### src/rtl/cpu_mem_responder_pkg.sv
// Shared types for the CPU memory responder: FSM states, port select and
// the latched transaction record.
package cpu_mem_responder_pkg;

    typedef enum logic [2:0] {
        IDLE   = 3'd0,
        BUSY_I = 3'd1,
        BUSY_D = 3'd2,
        RESP_I = 3'd3,
        RESP_D = 3'd4
    } mem_state_t;

    typedef enum logic {
        PORT_I = 1'b0,
        PORT_D = 1'b1
    } port_sel_t;

    typedef struct packed {
        logic        read;
        logic        write;
        logic [3:0]  byte_enable;
        logic [31:0] address;
        logic [31:0] wdata;
    } mem_req_t;

    // A port asserting read and write together is treated as a write.
    function automatic mem_req_t make_req(input logic        rd,
                                          input logic        wr,
                                          input logic [3:0]  be,
                                          input logic [31:0] addr,
                                          input logic [31:0] wd);
        mem_req_t r;
        r.read        = rd & ~wr;
        r.write       = wr;
        r.byte_enable = be;
        r.address     = addr;
        r.wdata       = wd;
        return r;
    endfunction

endpackage

### src/rtl/cpu_mem_responder_rr_arbiter2.sv
// Two-way round-robin arbiter; on a tie the port not granted last time wins.
module rr_arbiter2
    import cpu_mem_responder_pkg::*;
(
    input  logic      clk,
    input  logic      rst,
    input  logic      req_i,
    input  logic      req_d,
    input  logic      accept,
    output port_sel_t grant
);

    port_sel_t last_grant_q, last_grant_d;

    always_comb begin
        grant = PORT_I;
        if (req_i && req_d) begin
            grant = (last_grant_q == PORT_I) ? PORT_D : PORT_I;
        end else if (req_d) begin
            grant = PORT_D;
        end
        last_grant_d = accept ? grant : last_grant_q;
    end

    // Reset to PORT_I so the D port wins the first tie.
    always_ff @(posedge clk or negedge rst) begin
        if (!rst) begin
            last_grant_q <= PORT_I;
        end else begin
            last_grant_q <= last_grant_d;
        end
    end

endmodule

### src/rtl/cpu_mem_responder.sv
// Arbitrates the CPU I and D memory ports onto one physical memory port,
// one transaction at a time, with a sticky timeout flag.
module cpu_mem_responder
    import cpu_mem_responder_pkg::*;
#(
    parameter int TIMEOUT = 1024,
    parameter int CNT_W   = 11
) (
    input  logic        clk,
    input  logic        rst,
    input  logic        mem_read_i,
    input  logic        mem_write_i,
    input  logic [3:0]  mem_byte_enable_i,
    input  logic [31:0] mem_address_i,
    input  logic [31:0] mem_wdata_i,
    output logic        mem_resp_i,
    output logic [31:0] mem_rdata_i,
    input  logic        mem_read_d,
    input  logic        mem_write_d,
    input  logic [3:0]  mem_byte_enable_d,
    input  logic [31:0] mem_address_d,
    input  logic [31:0] mem_wdata_d,
    output logic        mem_resp_d,
    output logic [31:0] mem_rdata_d,
    output logic        pmem_read,
    output logic        pmem_write,
    output logic [3:0]  pmem_byte_enable,
    output logic [31:0] pmem_address,
    output logic [31:0] pmem_wdata,
    input  logic        pmem_resp,
    input  logic [31:0] pmem_rdata,
    output logic        err_timeout
);

    localparam logic [CNT_W-1:0] TO_CNT = CNT_W'(TIMEOUT);

    mem_state_t       state_q, state_d;
    mem_req_t         txn_q, txn_d;
    logic [CNT_W-1:0] cnt_q, cnt_d, cnt_inc;
    logic             err_q, err_d;
    logic [31:0]      rdata_ip_q, rdata_ip_d;
    logic [31:0]      rdata_dp_q, rdata_dp_d;
    logic             pend_i, pend_d, accept, busy;
    port_sel_t        grant;

    assign pend_i  = mem_read_i | mem_write_i;
    assign pend_d  = mem_read_d | mem_write_d;
    assign cnt_inc = cnt_q + CNT_W'(1);

    rr_arbiter2 u_arb (
        .clk    (clk),
        .rst    (rst),
        .req_i  (pend_i),
        .req_d  (pend_d),
        .accept (accept),
        .grant  (grant)
    );

    always_comb begin
        state_d    = state_q;
        txn_d      = txn_q;
        cnt_d      = cnt_q;
        err_d      = err_q;
        rdata_ip_d = rdata_ip_q;
        rdata_dp_d = rdata_dp_q;
        accept     = 1'b0;
        case (state_q)
            IDLE: begin
                if (pend_i || pend_d) begin
                    accept = 1'b1;
                    cnt_d  = '0;
                    if (grant == PORT_D) begin
                        txn_d   = make_req(mem_read_d, mem_write_d, mem_byte_enable_d,
                                           mem_address_d, mem_wdata_d);
                        state_d = BUSY_D;
                    end else begin
                        txn_d   = make_req(mem_read_i, mem_write_i, mem_byte_enable_i,
                                           mem_address_i, mem_wdata_i);
                        state_d = BUSY_I;
                    end
                end
            end
            BUSY_I, BUSY_D: begin
                if (pmem_resp) begin
                    cnt_d = '0;
                    if (txn_q.read) begin
                        if (state_q == BUSY_I) rdata_ip_d = pmem_rdata;
                        else                   rdata_dp_d = pmem_rdata;
                    end
                    state_d = (state_q == BUSY_I) ? RESP_I : RESP_D;
                end else if (cnt_q != TO_CNT) begin
                    // Flag on the edge the counter reaches TIMEOUT, then saturate.
                    cnt_d = cnt_inc;
                    if (cnt_inc == TO_CNT) err_d = 1'b1;
                end
            end
            RESP_I, RESP_D: state_d = IDLE;
            default:        state_d = IDLE;
        endcase
    end

    always_ff @(posedge clk or negedge rst) begin
        if (!rst) begin
            state_q    <= IDLE;
            txn_q      <= '0;
            cnt_q      <= '0;
            err_q      <= 1'b0;
            rdata_ip_q <= '0;
            rdata_dp_q <= '0;
        end else begin
            state_q    <= state_d;
            txn_q      <= txn_d;
            cnt_q      <= cnt_d;
            err_q      <= err_d;
            rdata_ip_q <= rdata_ip_d;
            rdata_dp_q <= rdata_dp_d;
        end
    end

    assign busy             = (state_q == BUSY_I) || (state_q == BUSY_D);
    assign pmem_read        = busy & txn_q.read;
    assign pmem_write       = busy & txn_q.write;
    assign pmem_byte_enable = txn_q.byte_enable;
    assign pmem_address     = txn_q.address;
    assign pmem_wdata       = txn_q.wdata;
    assign mem_resp_i       = (state_q == RESP_I);
    assign mem_resp_d       = (state_q == RESP_D);
    assign mem_rdata_i      = rdata_ip_q;
    assign mem_rdata_d      = rdata_dp_q;
    assign err_timeout      = err_q;

endmodule

### config.mk
export PLATFORM = sky130hd
export DESIGN_NAME = cpu_mem_responder
export DESIGN_NICKNAME = d
export VERILOG_FILES = /design/src/rtl/cpu_mem_responder_pkg.sv /design/src/rtl/cpu_mem_responder_rr_arbiter2.sv /design/src/rtl/cpu_mem_responder.sv
export SDC_FILE = /design/constraint.sdc
export NUM_CORES = 1
export LEC_CHECK = 0
export ABC_AREA = 1
export CORE_MARGIN = 1
export CORE_UTILIZATION = 49
export CTS_BUF_LIST = sky130_fd_sc_hd__clkbuf_4 sky130_fd_sc_hd__clkbuf_8
export CTS_CLUSTER_SIZE = 10
export DETAILED_ROUTE_END_ITERATION = 7
export DONT_BUFFER_PORTS = 1
export GPL_ROUTABILITY_DRIVEN = 0
export GPL_TIMING_DRIVEN = 0
export SYNTH_ARGS = -nofsm -noshare
export SYNTH_HDL_FRONTEND = slang
export SYNTH_SLANG_ARGS = --single-unit
### constraint.sdc
create_clock -name clk -period 1.55 [get_ports clk]
set_input_delay 0.2325 -clock clk [delete_from_list [all_inputs] [get_ports clk]]
set_output_delay 0.2325 -clock clk [all_outputs]
set_load 0.01 [all_outputs]
==> results.md <==
- Mapped cell area: 7180 µm²
- Core ar.: 14,100 µm²
- Top post-synthesis cells by count: nand2_1, dfrtp_1, a21oi_1
- Gr usage total: 29.0%
- Flop pwr share: 34.2%
- Ports: 312
- Worst Reg-to-Reg Cells: 6
- Cells after synthesis: roughly 860
- Initial drt markers: 445
- Int Power: 0.0127 W
- Vert. Die Dim: 123 µm
- Dominant synthesized flop cell: dfrtp_1
- Total chip power: 0.0222 W
- Reg clk slew, reported paths: around 90 ps
- Fmax: 601 MHz
- First-pass GRT wire length: 33,500 µm
- Worst Skew: between 10 and 15 ps
- Async SR Flop Fraction: 100%
- Layout cells sized above 1: between 20% and 30%
- Vias in the first global route: 6,749
- Area delta synth->final: 49.8%
- Measured slew at the worst slew-check pin: around 500 ps
- First-pass DRT Iterations: 5
- Met3 usage: a little under a tenth
- Critical path arrival: 1430 ps
- NetSw: 0.00946 W
- Yosys top cell by area: dfrtp_1
- Final hold slack: -538 ps
- Met2 Use GR: 50.7%
- Comb power frac: 51.4%
- Worst skew pair latency: 450 ps
- Share of the synthesized area in the top cell type: approximately 52%
- Die ar.: 15,100 µm²
- Initial Utilization: between 50% and 60%
- Setup violations, final: 89
- Reg2Reg Launch Point: state_q[2]$_DFFE_PN0P_
- Largest net degree at the start of global routing: roughly 150
- H-tree depth: 4
- Syn_area_per_cell: 8.35 µm²
- Synth area leaders: dfrtp_1, nand2_1, a21oi_1
- R2r endpoint: pmem_wdata[1]$_DFFE_PN0P_
- Register bit count reported by yosys: 150
- Mapped Nets: just over 1,000
- Final Slew Violations: 0
- Worst R2R Setup Slack: -100 ps
- Drt drc: 0
- Period utilization: 107%
- Final net count: 1,250
- Failing checks: hold timing, setup timing
- CTS sink cnt: 150
- Initial antenna violation count: 0
- DRT Wirelength: between 20,000 and 25,000 µm
- Top-count cell post-synth: nand2_1
- Clk network pwr share: 14.4%
- Sw frac: 42.6%
- WL/cell: 19.4 µm
- VDD IR max: roughly 1.1 mV
- Routed Antenna Nets: 0
- Crit Path Class: flop to output pin
- Status: finished with violations
- Synth Warn #: 0
- GR Overflow Total: 0
- Pleak: between 4 and 5 nW
- CP Data Required Time: approximately 1300 ps
- GR Layer Usage met1: 33.0%
- Placement Cell Area: around 7400 µm²
- Startpoint types: flop
- Clock root cell: clkbuf_8
- Worst setup EP type: output pin
- CTS buffer count: 17
- Post-synth EDFFs: 0
- Vias: 6,980
- PnR worst setup slack: -114 ps
- Sequential share of the synthesized area: between 50 and 60%
- HPWL after DPL: 14,600 µm
- Min-Delay Path Class: input port to async pin
- GRT busiest layer: met2
- Die X: 123 µm
- Max clock buf depth: 2
- CTS tree: built
- Final instance area: 10,700 µm²
- Min cycle time layout: 1660 ps
- Port bufs: 0
- Vias per inst: 5.52
- Unique masters post-synth: 24
- Row cnt: 43
- Worst slew margin: around two thirds
- Final Hold Fails: 150
- Ant diodes: 0
- Crit Path Max Fanout: 4
- Max-Cap Viols: 0
- Power Density: 2060 nW/µm²
- RSZ-0062 raised after global routing: yes
==> power groups by stage <==
stage | Clock (W) | Combinational (W) | Sequential, W
6_report | 0.00320 | 0.0114 | 0.00758
5_1_grt | 0.00341 | 0.0122 | 0.00774
4_1_cts | 0.00324 | 0.00822 | 0.00744
3_5_place_dp | 0 | 0.00743 | 0.00747
3_3_place_gp | 0 | 0.00722 | 0.00742
2_1_floorplan | 0 | 0.00595 | 0.00703
==> stage by stage <==
| step | cells | setup TNS, ps | utilization, % | hold slack [ps] | setup slack, ps |
|---|---|---|---|---|---|
| 2_1_floorplan | 859 | 0 | - | -63.1 | 176 |
| 3_3_place_gp | 1039 | -7000 | 52.5 | -59.4 | -270 |
| 3_5_place_dp | 1039 | -10540 | 52.5 | -59.2 | -275 |
| 4_1_cts | 1247 | -5330 | 68.5 | -568 | -127 |
| 5_1_grt | 1265 | -12370 | 76.2 | -579 | -199 |
| 6_report | 1265 | -3720 | 76.2 | -538 | -114 |
==> state kept, by name, indices dropped and copies added (netlist names) <==
name / flops
pmem_address: 32
state_q: 3
pmem_wdata: 32
txn_q: 2
err_timeout: 1
cnt_q: 11
pmem_byte_enable: 4
u_arb.last_grant_q: 1
mem_rdata_i: 32
mem_rdata_d: 32
==> final cells by class <==
class	count	area, µm²
repair inverters	1	16.3
clock buffers	18	241
flip-flops and latches	150	3760
fillers	908	3350
inverters	64	255
clock inverters	14	173
repair buffers	194	2040
well taps	180	225
plain buffers	108	940
multi-input cells	536	3090
==> layer usage <==
| metal | part of all wire [%] | routed length (µm) |
|---|---|---|
| met1 | 37 | 9210 |
| met2 | 51 | 12500 |
| met3 | 8.3 | 2050 |
| met4 | 3.2 | 798 |
| met5 | 0 | 0 |
==> worst max-delay path, cell delays in order, from the launching register on <==
cell and delay [ps]:
dfrtp_2 460, inv_1 110, nor3_1 400
==> cell families after synthesis <==
kind of cell    count (synthesis)  share of synthesized area, %
fa+ha+maj                       3                         0.523
compound gates                212                          16.1
flops                         150                          52.3
simple gates                  320                          17.7
buf+inv                       173                          13.2
xor+xnor                        1                         0.122
==> cells in the final DEF (no fill, tap or decap), types with 4 or more instances in the layout <==
cell	Yosys	final
dfrtp_1	150	144
o21ai_1	2	7
nor2_1	88	81
clkinvlp_4	0	5
nand2_1	198	194
clkbuf_4	0	8
o21ai_0	37	31
dfrtp_2	0	6
nand3_1	17	14
dlygate4sd3_1	0	169
o21a_1	33	33
clkbuf_2	0	5
inv_1	62	58
a21oi_1	138	55
a21oi_2	0	60
buf_4	70	83
inv_2	2	4
nand2_4	0	4
buf_8	0	6
buf_6	1	19
nor2_4	1	5
clkbuf_16	0	5
nand4_1	8	8
buf_12	0	8
clkbuf_8	0	17
a21oi_4	0	23
==> how the worst max path moves through the flow <==
| stage | startpoint | end | slack (ps) | cells after the start |
|---|---|---|---|---|
| 2_1_floorplan | state_q[2]$_DFFE_PN0P_ | pmem_address[23]$_DFFE_PN0P_ | 180 | 6 |
| 3_3_place_gp | state_q[1]$_DFFE_PN0P_ | pmem_wdata[0]$_DFFE_PN0P_ | -270 | 6 |
| 3_5_place_dp | state_q[2]$_DFFE_PN0P_ | pmem_byte_enable[2]$_DFFE_PN0P_ | -270 | 6 |
| 4_1_cts | state_q[2]$_DFFE_PN0P_ | pmem_wdata[1]$_DFFE_PN0P_ | -130 | 6 |
| 5_1_grt | state_q[2]$_DFFE_PN0P_ | cnt_q[6]$_DFFE_PN0P_ | -200 | 9 |
| 6_report | state_q[2]$_DFFE_PN0P_ | mem_resp_d | -110 | 2 |
==> repair_timing <==
item	CTS	global route
hold buffers	167	2
pin swaps	7	17
gates resized for setup	38	257
hold endpoints to repair	282	154
gates cloned	0	7
setup buffers	9	12
setup endpoints to repair	118	154
Power figures use the tool's default switching activity.
